$ cat src/rtl/hd44780_ctrl_if.sv
// rtl/hd44780_ctrl_if.sv - start/status, instruction RAM read port and LCD pin bundle for hd44780_ctrl
interface hd44780_ctrl_if #(
  parameter int ram_dwidth = 16,
  parameter int ram_awidth = 8
);
  logic                  STB_I;
  logic [ram_awidth-1:0] i_start_addr;
  logic [ram_awidth-1:0] o_read_addr_lines;
  logic [ram_dwidth-1:0] i_read_data_lines;
  logic                  busy;
  logic                  error;
  logic [3:0]            o_lcd_nybble;
  logic                  o_rs;
  logic                  o_e;

  modport master (
    input  STB_I, i_start_addr, i_read_data_lines,
    output o_read_addr_lines, busy, error, o_lcd_nybble, o_rs, o_e
  );

  modport slave (
    output STB_I, i_start_addr, i_read_data_lines,
    input  o_read_addr_lines, busy, error, o_lcd_nybble, o_rs, o_e
  );
endinterface

$ cat src/rtl/hd44780_ctrl.sv
// rtl/hd44780_ctrl.sv - 4-bit HD44780 sequencer fetching timed control words from a sync-read RAM
module hd44780_ctrl #(
  parameter int ram_dwidth     = 16,
  parameter int ram_awidth     = 8,
  parameter int SETUP_CYC      = 2,
  parameter int E_HI_CYC       = 6,
  parameter int DELAY_UNIT_CYC = 12
) (
  input  logic           CLK_I,
  input  logic           RST_I,
  hd44780_ctrl_if.master bus
);
  localparam int CNT_W = 32;

  typedef enum logic [2:0] {
    S_IDLE, S_FETCH, S_LOAD, S_SETUP, S_EHIGH, S_DELAY, S_NEXT
  } state_t;

  state_t                state_q, state_d;
  logic [CNT_W-1:0]      cnt_q, cnt_d;
  logic [CNT_W-1:0]      delay_q, delay_d;
  logic [ram_awidth-1:0] addr_q, addr_d;
  logic                  busy_q, busy_d;
  logic                  error_q, error_d;
  logic                  rs_q, rs_d;
  logic                  e_q, e_d;
  logic                  end_q, end_d;
  logic [3:0]            nyb_q, nyb_d;
  logic [15:0]           word;
  logic [CNT_W-1:0]      word_n;

  assign word = bus.i_read_data_lines[15:0];

  // SCALE folds in as a left shift by 6 before the per-unit multiply
  assign word_n = (word[12] ? {18'd0, word[11:4], 6'd0} : {24'd0, word[11:4]})
                  * CNT_W'(DELAY_UNIT_CYC);

  always_ff @(posedge CLK_I or posedge RST_I) begin
    if (RST_I) begin
      state_q <= S_IDLE;
      cnt_q   <= '0;
      delay_q <= '0;
      addr_q  <= '0;
      busy_q  <= 1'b0;
      error_q <= 1'b0;
      rs_q    <= 1'b0;
      e_q     <= 1'b0;
      end_q   <= 1'b0;
      nyb_q   <= 4'h0;
    end else begin
      state_q <= state_d;
      cnt_q   <= cnt_d;
      delay_q <= delay_d;
      addr_q  <= addr_d;
      busy_q  <= busy_d;
      error_q <= error_d;
      rs_q    <= rs_d;
      e_q     <= e_d;
      end_q   <= end_d;
      nyb_q   <= nyb_d;
    end
  end

  always_comb begin
    state_d = state_q;
    cnt_d   = cnt_q;
    delay_d = delay_q;
    addr_d  = addr_q;
    busy_d  = busy_q;
    error_d = error_q;
    rs_d    = rs_q;
    end_d   = end_q;
    nyb_d   = nyb_q;
    case (state_q)
      S_IDLE: begin
        if (bus.STB_I) begin
          addr_d  = bus.i_start_addr;
          busy_d  = 1'b1;
          error_d = 1'b0;
          state_d = S_FETCH;
        end
      end
      S_FETCH: state_d = S_LOAD;
      S_LOAD: begin
        end_d   = word[15];
        delay_d = word_n;
        if (!word[13]) begin
          rs_d    = word[14];
          nyb_d   = word[3:0];
          cnt_d   = CNT_W'(SETUP_CYC - 1);
          state_d = S_SETUP;
        end else if (word_n == '0) begin
          state_d = S_NEXT;
        end else begin
          cnt_d   = word_n - 1'b1;
          state_d = S_DELAY;
        end
      end
      S_SETUP: begin
        if (cnt_q == '0) begin
          cnt_d   = CNT_W'(E_HI_CYC - 1);
          state_d = S_EHIGH;
        end else begin
          cnt_d = cnt_q - 1'b1;
        end
      end
      S_EHIGH: begin
        if (cnt_q != '0) begin
          cnt_d = cnt_q - 1'b1;
        end else if (delay_q == '0) begin
          state_d = S_NEXT;
        end else begin
          cnt_d   = delay_q - 1'b1;
          state_d = S_DELAY;
        end
      end
      S_DELAY: begin
        if (cnt_q == '0) state_d = S_NEXT;
        else             cnt_d   = cnt_q - 1'b1;
      end
      S_NEXT: begin
        if (end_q) begin
          busy_d  = 1'b0;
          state_d = S_IDLE;
        end else if (&addr_q) begin
          busy_d  = 1'b0;
          error_d = 1'b1;
          state_d = S_IDLE;
        end else begin
          addr_d  = addr_q + 1'b1;
          state_d = S_FETCH;
        end
      end
      default: state_d = S_IDLE;
    endcase
    // E is registered from the next state so the pin never sees decode glitches
    e_d = (state_d == S_EHIGH);
  end

  assign bus.o_read_addr_lines = addr_q;
  assign bus.busy              = busy_q;
  assign bus.error             = error_q;
  assign bus.o_lcd_nybble      = nyb_q;
  assign bus.o_rs              = rs_q;
  assign bus.o_e               = e_q;
endmodule

$ cat src/flat_wrapper.sv
// flat-port wrapper written by rule: the top's interface ports become plain ports
module hd44780_ctrl_flat 
#(
  parameter int ram_dwidth     = 16,
  parameter int ram_awidth     = 8,
  parameter int SETUP_CYC      = 2,
  parameter int E_HI_CYC       = 6,
  parameter int DELAY_UNIT_CYC = 12
)
  (CLK_I, RST_I, bus_STB_I, bus_i_start_addr, bus_i_read_data_lines, bus_o_read_addr_lines, bus_busy, bus_error, bus_o_lcd_nybble, bus_o_rs, bus_o_e);
  hd44780_ctrl_if #(.ram_dwidth(ram_dwidth), .ram_awidth(ram_awidth)) bus_i ();
  input  logic CLK_I;
  input  logic RST_I;
  input wire logic [$bits(bus_i.STB_I)-1:0] bus_STB_I;
  input wire logic [$bits(bus_i.i_start_addr)-1:0] bus_i_start_addr;
  input wire logic [$bits(bus_i.i_read_data_lines)-1:0] bus_i_read_data_lines;
  output wire logic [$bits(bus_i.o_read_addr_lines)-1:0] bus_o_read_addr_lines;
  output wire logic [$bits(bus_i.busy)-1:0] bus_busy;
  output wire logic [$bits(bus_i.error)-1:0] bus_error;
  output wire logic [$bits(bus_i.o_lcd_nybble)-1:0] bus_o_lcd_nybble;
  output wire logic [$bits(bus_i.o_rs)-1:0] bus_o_rs;
  output wire logic [$bits(bus_i.o_e)-1:0] bus_o_e;
  assign bus_i.STB_I = bus_STB_I;
  assign bus_i.i_start_addr = bus_i_start_addr;
  assign bus_i.i_read_data_lines = bus_i_read_data_lines;
  assign bus_o_read_addr_lines = bus_i.o_read_addr_lines;
  assign bus_busy = bus_i.busy;
  assign bus_error = bus_i.error;
  assign bus_o_lcd_nybble = bus_i.o_lcd_nybble;
  assign bus_o_rs = bus_i.o_rs;
  assign bus_o_e = bus_i.o_e;
  hd44780_ctrl #(.ram_dwidth(ram_dwidth), .ram_awidth(ram_awidth), .SETUP_CYC(SETUP_CYC), .E_HI_CYC(E_HI_CYC), .DELAY_UNIT_CYC(DELAY_UNIT_CYC)) u_core (.CLK_I(CLK_I), .RST_I(RST_I), .bus(bus_i));
endmodule
$ cat config.mk
export PLATFORM = sky130hd
export DESIGN_NAME = hd44780_ctrl_flat
export DESIGN_NICKNAME = d
export VERILOG_FILES = /design/src/rtl/hd44780_ctrl_if.sv /design/src/rtl/hd44780_ctrl.sv /design/src/flat_wrapper.sv
export SDC_FILE = /design/constraint.sdc
export NUM_CORES = 1
export LEC_CHECK = 0
export ABC_AREA = 1
export BUFFER_PORTS_ARGS = -buffer_cell sky130_fd_sc_hd__buf_2
export CAP_MARGIN = 10
export CORE_ASPECT_RATIO = 0.5
export CORE_MARGIN = 2
export CORE_UTILIZATION = 50
export CTS_CLUSTER_SIZE = 30
export DETAILED_ROUTE_END_ITERATION = 12
export PLACE_DENSITY = 0.79
export SETUP_SLACK_MARGIN = 0.5
export SYNTH_ARGS = -nofsm -noshare
export SYNTH_HDL_FRONTEND = slang
export SYNTH_SLANG_ARGS = --single-unit
$ cat constraint.sdc
create_clock -name CLK_I -period 3.3 [get_ports CLK_I]
set_clock_uncertainty 0.1 [all_clocks]
set_input_delay 0.33 -clock CLK_I [delete_from_list [all_inputs] [get_ports CLK_I]]
set_output_delay 0.33 -clock CLK_I [all_outputs]
set_load 0.01 [all_outputs]
Word level (Yosys, flattened, before mapping)

Cells that the tools add are included.

Add/subtract/negate cells: 4
$mul: 1
Eq/ne operators: 15
Mux-type cells: 30
Bitwise gates (word level): 1
Reductions and logical operators: 13

Operators with widths:

| kind                  | count |
|---|---|
| $mux 32               | 6 |
| $pmux 32 s4           | 1 |
| $logic_not 32->1      | 3 |
| $sub 32x1->32 const B | 3 |
| $mul 32x2->30 const B | 1 |
| $reduce_bool 32->1    | 1 |
| $mux 8                | 3 |
| $pmux 3 s7            | 1 |
| $mux 3                | 6 |
| $pmux 8 s2            | 1 |
| $mux 14               | 1 |
| $eq 3x3->1 const B    | 4 |
| $reduce_and 4->1      | 3 |
| $add 8x1->8 const B   | 1 |
| $ne 2x2->1 const B    | 4 |
| $reduce_and 8->1      | 1 |
| $mux 1                | 7 |
| $eq 3x2->1 const B    | 2 |
| $mux 2                | 2 |
| $pmux 1 s2            | 2 |
| $reduce_bool 4->1     | 1 |
| $eq 3x1->1 const B    | 1 |
| $logic_not 3->1       | 1 |
| $ne 3x1->1 const B    | 1 |
| other kinds (7)       | 7 |

Register bits: 82
Word-level logic and storage cells: 74

Depth between registers and ports, before layout

Depth in word-level cells: 7
Depth in mapped cells: 23
Mapped depth without buffers: 22

Worst setup path after synthesis

Ideal clock, no wire load.

Path kind: input -> register
Start: input bus_i_read_data_lines[12]
End: register u_core.cnt_q[28]
Setup time: 0.065 ns
Arrival time: 2.493 ns
Data required time: 3.135 ns
Slack: 0.643 ns
Cell stages on the path: 22
Buffers on the path: 3
Path through: inv_2 buf_6 nand2_2 nand2_1 ha_1 a21oi_1 inv_1 nand3_1 nand2_1 nand2_1 nand2_1 nand2_1 nand2_1 nor2_2 nand2_1 nor2_1 nand4_1 nand3_2 buf_4 buf_6 nand2_1 nand2_1

Cells in the longest elaborated chain, start to end: 6
Elaborated cells on any way between the ends: 9

RTL lines:

| item                   | RTL line           | RTL |
|---|---|---|
| start: declaration     | flat_wrapper.sv:16 | `input wire logic [$bits(bus_i.i_read_data_lines)-1:0] bus_i_read_data_lines;` |
| $mux 14 *              | hd44780_ctrl.sv:35 | `assign word_n = (word[12] ? {18'd0, word[11:4], 6'd0} : {24'd0, word[11:4]})` |
| $mul 32x2->30 *        | hd44780_ctrl.sv:36 | `* CNT_W'(DELAY_UNIT_CYC);` |
| $sub 32x1->32          | hd44780_ctrl.sv:95 | `cnt_d = word_n - 1'b1;` |
| $mux 32                | hd44780_ctrl.sv:92 | `end else if (word_n == '0) begin` |
| $mux 32                | hd44780_ctrl.sv:87 | `if (!word[13]) begin` |
| $pmux 32 s4            | hd44780_ctrl.sv:74 | `case (state_q)` |
| end signal: assignment | hd44780_ctrl.sv:52 | `cnt_q <= cnt_d;` |
| end: declaration       | hd44780_ctrl.sv:20 | `logic [CNT_W-1:0] cnt_q, cnt_d;` |

Mark *: on every way between the ends. The rest lies on a longest branch, timed or not. The select of a mux whose other input is x is not followed.
A chain may end at the register's enable or synchronous reset.

Worst setup path after layout

Start: input bus_i_read_data_lines[12]
End: register u_core.cnt_q[10]

Cells in the longest elaborated chain, start to end: 6
Elaborated cells on any way between the ends: 9

RTL lines:

| item                 | RTL line           | RTL |
|---|---|---|
| $mux 14 *            | hd44780_ctrl.sv:35 |  |
| $mul 32x2->30 *      | hd44780_ctrl.sv:36 |  |
| via u_core.word_n[2] | hd44780_ctrl.sv:30 | `logic [CNT_W-1:0] word_n;` |
| $sub 32x1->32        | hd44780_ctrl.sv:95 |  |
| $mux 32              | hd44780_ctrl.sv:92 |  |
| $mux 32              | hd44780_ctrl.sv:87 |  |
| $pmux 32 s4          | hd44780_ctrl.sv:74 |  |

The timed path passes the listed nets; every way through them passes the cells marked *. The select of a mux whose other input is x is not followed.

==> out/metrics.cfg <==
[outcome]
outcome=finished clean

[yosys]
syn_nets=950
yosys.area.top_type_share=0.293
yosysWarnings=0
ys_ff_latch=68
ys_top_cells_by_area=dfrtp_1 29%, nand2_1 19%, nor2_1 7.0%, inv_1 6.6%, nand3_1 6.3%
syn-instance-count=909
syn_avg_cell_area_um2=6.40
synth_edf_count=0
synth.distinct_cells=48
netlist_area_um2=5820
ys.flop_type=dfrtp_1
synth_seq_area_share=0.293
synth_top_area_cell=dfrtp_1
synthArstFlopShare=1.00

[placed_design]
dp_slack_ns=-0.0911
dp_hpwl_mm=11.8
dp_cells=1112
place_congestion=0.952
portBuffers=42
placed_area_um2=6370

[route]
dr.pass1.iters=6
drtIter0Drc=633
num_vias=6269
routedWlPerCell_um=14.6
drcViolationCount=0
drt_wl_total_mm=16.6
viasPerCell=5.52
antenna_left=0

[timing]
hold_ws_ns=0.105
fin_setup_tns_ns=0
worstMarginPinSlew_ns=0.872
hold_violations=0
finalSetupViolations=0
rsz0062_at_grt=no
setup_ws_ns=0.604
fmax_mhz=371
maxSlewViolCount=0
period_needed_ns=2.70
fin_crit_sh=0.817
relSlewSlack=0.419

[die]
dieWidth_um=157
core_area_um2=11100
fp.dieH_um=80.3
initial_core_util=0.522
die-area_um2=12600
rows=27
ios=43

[worst_setup_path]
critPathLaunchType=input pin
r2r_end=u_core.cnt_q[10]
crit_family=simple AND/OR/NAND/NOR gates
timing.rr.start=u_core.delay_q[2]
critPathSlowestCell=nand2_2
worst-path-buf-inv=4
rrSetupSlack_ns=0.65
cp.arrival_ns=2.83
r2r_cells=12
cp_slowest_stage_delay_ns=0.23
worstSetupPathType=input pin to flop
end_kind=flop
crit_top_cell=nand2_1
path_cells=clkbuf_4 -> buf_4 -> nor2_2 -> ha_1 -> ha_1 -> inv_1 -> nand2_1 -> nand3_1 -> nand2_2 -> xor2_4 -> nand2_1 -> nor2_4 -> nand4_1 -> nand2_2 -> nor2_4 -> buf_4 -> nand2_1 -> nand2_1
path_max_fanout=8
required_ns=3.43

[cells_and_area]
drive_above_1_share=0.187
final_cell_mix=284 x nand2_1, 99 x inv_1, 95 x nor2_1
areaGrowthSynthToFinish_pct=19.7
final_util=0.625
num_antenna_cells=0
instances_no_fill=1136
final_area_um2=6960
nets=1028
final_common_cell=nand2_1

[worst_hold_path]
min_path_cells=3
hold_end=u_core.end_q
hold_start=bus_i_read_data_lines[15]
min_path_type=input pin to flop

[clocking]
htree_num_levels=3
tritoncts=yes
cts_max_path_buffers=2
clockRootBuffer=clkbuf_16
cts_sinks=68
clk_pin_slew_ns=0.05
clkLatencyLatePin_ns=0.34
cts_made_buffers=9

[global_route]
grt_pass1_vias=5716
grt_pass1_wl_mm=26.9
gr-total-overflow=0
grt_antenna_before_repair=0
grt_max_degree=69
grtUsageTotal=0.268

[job]
max_cap_violations=0

[pwr]
leakage_nw=3.71
irDropWorstVdd_mv=0.389
cellPowerDensity_nw_per_um2=733
p_total_mw=5.11

## worst min-delay path, stage by stage
cell and delay [ns]:
buf_2 0.07, nand2_1 0.04, o21ai_0 0.06
## power by group
part	switching [mW]	internal [mW]	total (mW)	leakage, nW
sequential	0.299	1.14	1.44	0.868
combinational	1.70	1.00	2.70	2.70
clock	0.366	0.597	0.963	0.144
## final cells by class
class                   count  area (um2)
repair buffers             84         544
clock buffers              10         239
well taps                 145         181
multi-input cells         710        3810
clock inverters             5        52.6
inverters                 114         433
flip-flops and latches     68        1700
fillers                   983        4190
## synth_stat cells, types with 4 or more instances
cell type  count
nand2_1      293
o21ai_0       43
dfrtp_1       68
a31oi_1        5
mux2_2         6
nor2_1       108
ha_1          14
a22oi_1        9
nor4_1         5
inv_2          8
nand2_2        5
buf_2          5
nor2_2         4
a21oi_1       24
or2_2          4
nand4_1       10
nand3_2        6
xor2_1        30
buf_4          4
xnor2_1       14
inv_1        103
a221oi_1       4
clkbuf_1       7
nand3_1       73
nor3_1        19
## metal layers
metal  GRT usage  wire length, um
met1       0.365             7490
met2       0.437             7310
met3      0.0518             1460
met4      0.0780              307
met5           0                0
## sequential cells by signal (all words and copies together), names as in the netlist
name                          cells
u_core.state_q                    3
u_core.bus.o_rs                   1
u_core.cnt_q                     32
u_core.bus.busy                   1
u_core.delay_q                   16
u_core.end_q                      1
u_core.bus.o_read_addr_lines      8
u_core.bus.o_e                    1
u_core.bus.o_lcd_nybble           4
u_core.bus.error                  1
## worst max path at each step
stage / startpoint / end / slack [ns] / cells past startpoint
final: bus_i_read_data_lines[12] / u_core.cnt_q[10] / 0.60 / 18
after global routing: bus_i_read_data_lines[12] / u_core.cnt_q[22] / 0.45 / 21
after CTS: u_core.delay_q[2] / u_core.cnt_q[9] / 0.49 / 11
after global placement: bus_i_read_data_lines[12] / u_core.cnt_q[24] / -0.003 / 21
after floorplan: bus_i_read_data_lines[12] / u_core.cnt_q[28] / 0.64 / 22
after detailed placement: bus_i_read_data_lines[12] / u_core.cnt_q[18] / -0.09 / 21
## kinds of logic after synthesis
group,count (synthesis),share of synthesized area
compound gates,108,0.111
xor+xnor,46,0.0719
fa+ha+maj,14,0.0301
buf+inv,133,0.0921
flops,68,0.293
mux,6,0.0116
simple gates,534,0.391
## what timing repair did
action	4_1_cts	5_1_grt
setup endpoints to repair	25	34
hold buffers	0	0
gates cloned	1	1
pin swaps	1	7
setup buffers	0	7
gates resized for setup	2	55
No activity file was read; power rests on OpenSTA's default activity.
